`src/rtl/fifo_rptr_empty.sv`:
```
`default_nettype none
// ---------------------------------------------------------------------------
// fifo_rptr_empty
//   Read-side pointer/empty stage of the async FIFO: synchronizes the gray
//   write pointer into rclk and keeps binary read address, gray read pointer
//   and a registered pessimistic empty flag. Optional ASYNC_FIFO_RLEVEL_EN
//   adds registered occupancy (rlevel) and almost-empty (raempty) outputs.
//   Revision: 1.0
// ---------------------------------------------------------------------------
module fifo_rptr_empty #(
  parameter int ADDR_SIZE     = 3,
  parameter int SYNC_STAGES   = 2,
  parameter int AEMPTY_THRESH = 1
) (
  input  logic                 rclk,
  input  logic                 rrst_n,
  input  logic                 rpop,
  input  logic [ADDR_SIZE:0]   wptr,
  output logic                 ren,
  output logic [ADDR_SIZE-1:0] raddr,
  output logic [ADDR_SIZE:0]   rptr,
  output logic                 rempty
`ifdef ASYNC_FIFO_RLEVEL_EN
  ,
  output logic [ADDR_SIZE:0]   rlevel,
  output logic                 raempty
`endif
);

  localparam int c_PTR_W = ADDR_SIZE + 1;

  logic [ADDR_SIZE:0] r_sync [SYNC_STAGES];
  logic [ADDR_SIZE:0] r_rbin;
  logic [ADDR_SIZE:0] w_rbin_next;
  logic [ADDR_SIZE:0] w_rgray_next;
  logic [ADDR_SIZE:0] w_sync_wptr;

  assign ren          = rpop & ~rempty;
  assign w_rbin_next  = r_rbin + {{ADDR_SIZE{1'b0}}, ren};
  assign w_rgray_next = w_rbin_next ^ (w_rbin_next >> 1);
  assign w_sync_wptr  = r_sync[SYNC_STAGES-1];

  // Plain flop chain: no logic between stages so each bit resolves independently.
  always_ff @(posedge rclk) begin
    if (!rrst_n) begin
      for (int i = 0; i < SYNC_STAGES; i++) r_sync[i] <= '0;
    end else begin
      r_sync[0] <= wptr;
      for (int i = 1; i < SYNC_STAGES; i++) r_sync[i] <= r_sync[i-1];
    end
  end

  always_ff @(posedge rclk) begin
    if (!rrst_n) begin
      r_rbin <= '0;
      raddr  <= '0;
      rptr   <= '0;
      rempty <= 1'b1;
    end else begin
      r_rbin <= w_rbin_next;
      raddr  <= w_rbin_next[ADDR_SIZE-1:0];
      rptr   <= w_rgray_next;
      // Compare against the post-pop pointer so the last pop blocks the next one.
      rempty <= (w_rgray_next == w_sync_wptr);
    end
  end

`ifdef ASYNC_FIFO_RLEVEL_EN
  localparam logic [ADDR_SIZE:0] c_AEMPTY_THRESH = c_PTR_W'(AEMPTY_THRESH);

  logic [ADDR_SIZE:0] w_wbin_sync;
  logic [ADDR_SIZE:0] w_lvl_next;

  always_comb begin
    w_wbin_sync = '0;
    for (int i = 0; i < c_PTR_W; i++) w_wbin_sync[i] = ^(w_sync_wptr >> i);
  end

  assign w_lvl_next = w_wbin_sync - w_rbin_next;

  always_ff @(posedge rclk) begin
    if (!rrst_n) begin
      rlevel  <= '0;
      raempty <= 1'b1;
    end else begin
      rlevel  <= w_lvl_next;
      raempty <= (w_lvl_next <= c_AEMPTY_THRESH);
    end
  end
`endif

endmodule
`default_nettype wire

```
`config.mk`:
```
export PLATFORM = sky130hd
export DESIGN_NAME = fifo_rptr_empty
export DESIGN_NICKNAME = d
export VERILOG_FILES = /design/src/rtl/fifo_rptr_empty.sv
export SDC_FILE = /design/constraint.sdc
export NUM_CORES = 1
export LEC_CHECK = 0
export ABC_CLOCK_PERIOD_IN_PS = 3300
export CAP_MARGIN = 20
export CORE_MARGIN = 2
export CORE_UTILIZATION = 40
export CTS_BUF_LIST = sky130_fd_sc_hd__clkbuf_16
export DETAILED_ROUTE_END_ITERATION = 8
export PLACE_DENSITY_LB_ADDON = 0.3
export REMOVE_ABC_BUFFERS = 1
export SLEW_MARGIN = 20
export SYNTH_ARGS = -nofsm -noshare
export SYNTH_HDL_FRONTEND = slang
export SYNTH_SLANG_ARGS = --single-unit
export TNS_END_PERCENT = 100
```
`constraint.sdc`:
```
create_clock -name rclk -period 3.3 [get_ports rclk]
set_clock_uncertainty 0.05 [all_clocks]
set_input_delay 0.33 -clock rclk [delete_from_list [all_inputs] [get_ports rclk]]
set_output_delay 0.33 -clock rclk [all_outputs]
set_load 0.03 [all_outputs]
```
==> flow_summary.toml <==
[status]
status = "complete, no violations"

[timing]
finalSetupTns_ps = 0
rsz0062_at_grt = "no"
maxSlewHeadroom_pct = 71.2
worst_pin_slew_ps = 431
hold_viol = 0
max_freq_ghz = 0.455
finalCritPeriodShare_pct = 66.6
min_period_ps = 2200
whs_ps = 381
maxSlewViolCount = 0
worst_slack_ps = 1100
finalSetupViolations = 0

[routing]
wl_per_cell_um = 10.8
drt_iter0_markers = 2
drc_errors = 0
drtAntennaViolNets = 0
wirelength_um = 893
first_pass_iters = 2
vias = 377
vias_per_cell = 4.54
wl_met1_um = 383
met3_wirelength_um = 48
met2_length_um = 422
top_layer_used = "met4"

[final_layout]
nets = 77
diodes = 0
syn2layout_area_growth_pct = 39.5
fin_util_pct = 58.8
multi_input_comb_area_um2 = 297
drive_gt1_share_pct = 8.96
fill_cells = 135
regArea_um2 = 320

[die]
core_um2 = 1470
num_rows = 14
die_w_um = 43.4
dieArea_um2 = 1880
fp.dieH_um = 43.4
start_util_pct = 42.2
io_pins = 16

[grt]
grt_start_max_net_pins = 17
grt_overflow_total = 0
first_global_vias = 303
grt_pass1_wl_um = 1350
track_usage_pct = 10.8
grt_antenna_before_repair = 0

[yosys]
mappedNetlistArea_um2 = 621
yosys.area_share.simple_pct = 16.9
synth_seq_area_share_pct = 51.6
synth_cells = 49
ys_warn_count = 0
muxShareOfSynthArea_pct = 0
syn_area_per_cell_um2 = 12.7
yosys.area_share.adder_pct = 4.03
synth_compound_area_share_pct = 5.65
synth_top_family_by_area = "XOR/XNOR gates"
synthDistinctLibCells = 12
synth_seq_cells = 16
synth_xor_xnor_area_share_pct = 21.2

[cts]
clock_sinks = 16
cts.clk_slew.worst_paths_ps = 50
cts_made_buffers = 3
cts_tree = "done"
cts_setup_buffers = 0
clkLatencyLatePin_ps = 250
root_buffer = "clkbuf_16"
cts_resized = 0
htree_levels = 1
cts_hold_buffers = 0
clockBufferDepth = 2

[placed_design]
hpwl_um = 636
place_worst_setup_slack_ps = 849
routabilityCongestion = 0.637
io_buffers = 15

[power]
peakVddDrop_uv = 268
finalPower_uw = 508
p_leak_uw = 0.000364
powerDensity_nw_per_um2 = 587

[critical_path]
startpoint = "rpop"
required_ps = 3400
max_stage_delay_ps = 450
critPathTopFamily = "adder cells"
path_class = "in2reg"
endpoint_kind = "flip-flop"
path_cells = "clkdlybuf4s50_1, nor2b_1, ha_1, ha_1, xnor2_2, xnor3_1, o41ai_2"
crit_fanout = 3
cp_slowest_cell = "clkdlybuf4s50_1"
r2r_start = "rempty$_SDFF_PN1_"
critPathBufInv = 1
critPathLaunchType = "primary input"
path_common_cell = "ha_1"
critical_path_arrival_ps = 2290

[worst_hold_path]
min_path_type = "reg2reg"
hold_start = "r_sync[0][0]$_SDFF_PN0_"

[job]
maxCapViolCount = 0
cells in the final DEF, fill, tap and decap left out:
| cell type | n |
|---|---|
| a21boi_4 | 1 |
| xnor2_2 | 1 |
| clkbuf_16 | 3 |
| xor2_1 | 3 |
| nor2b_1 | 2 |
| nand3_1 | 1 |
| xnor3_1 | 2 |
| o41ai_2 | 1 |
| and2_1 | 14 |
| xnor2_1 | 5 |
| clkinv_1 | 1 |
| clkdlybuf4s50_1 | 15 |
| dfxtp_1 | 16 |
| ha_1 | 2 |
synthesized netlist by cell type:
cell | count | area [um2]
nor2b_1 | 2 | 12.5
and2_1 | 14 | 87.6
xnor3_1 | 2 | 45.0
xnor2_2 | 1 | 16.3
dfxtp_1 | 16 | 320
o41ai_2 | 1 | 16.3
xnor2_1 | 5 | 43.8
a21boi_4 | 1 | 18.8
nand3_1 | 1 | 5.00
xor2_1 | 3 | 26.3
clkbuf_1 | 1 | 3.75
ha_1 | 2 | 25.0
path summary, 6_finish.rpt:
path	endpoint	slack, ps	depth (start not counted)
setup / recovery	rempty$_SDFF_PN1_	1100	7
hold / removal	r_sync[0][4]$_SDFF_PN0_	380	1
setup reg to reg	rempty$_SDFF_PN1_	1360	6
hold reg to reg	r_sync[0][4]$_SDFF_PN0_	380	1
worst register-to-register path, cell delays in order, from the launching register on:
cell and delay (ps):
dfxtp_1 300, nor2b_1 150, ha_1 280, ha_1 280, xnor2_2 170, xnor3_1 270, o41ai_2 340
metrics by stage:
stage | std cells | instance area (um2)
floorplan | 48 | 617
global placement | 79 | 787
finish | 83 | 866
global route | 83 | 866
detailed placement | 79 | 787
CTS | 83 | 866
where the power goes:
part / total (uW) / switching, uW / internal [uW]
registers: 209 / 4.05 / 205
clock network: 234 / 73.2 / 161
logic: 65.8 / 31.8 / 33.9
final cells by class:
type | count | area share, %
flip-flops and latches | 16 | 37.0
multi-input cells | 32 | 34.2
repair buffers | 15 | 17.3
clock buffers | 3 | 8.67
well taps | 16 | 2.31
clock inverters | 1 | 0.434
sequential cells by signal, summed over array words and instances (netlist names):
name and cells:
r_rbin 4, r_sync 8, rempty 1, rptr 3
cells by family (layout without fill, tap and decap cells):
logic type	after synthesis	after routing
flip-flops	16	16
adder cells (fa/ha/maj)	2	2
AND/OR/NAND/NOR	17	17
AO/OA/AOI/OAI	2	2
XOR/XNOR	11	11
buffers and inverters	1	19
routing by layer:
layer,global-route usage [%],vias up
li1,-,190
met4,10.9,0
met1,12.7,169
met3,3.75,5
met2,14.6,13
met5,0,-
Power figures use the tool's default switching activity.
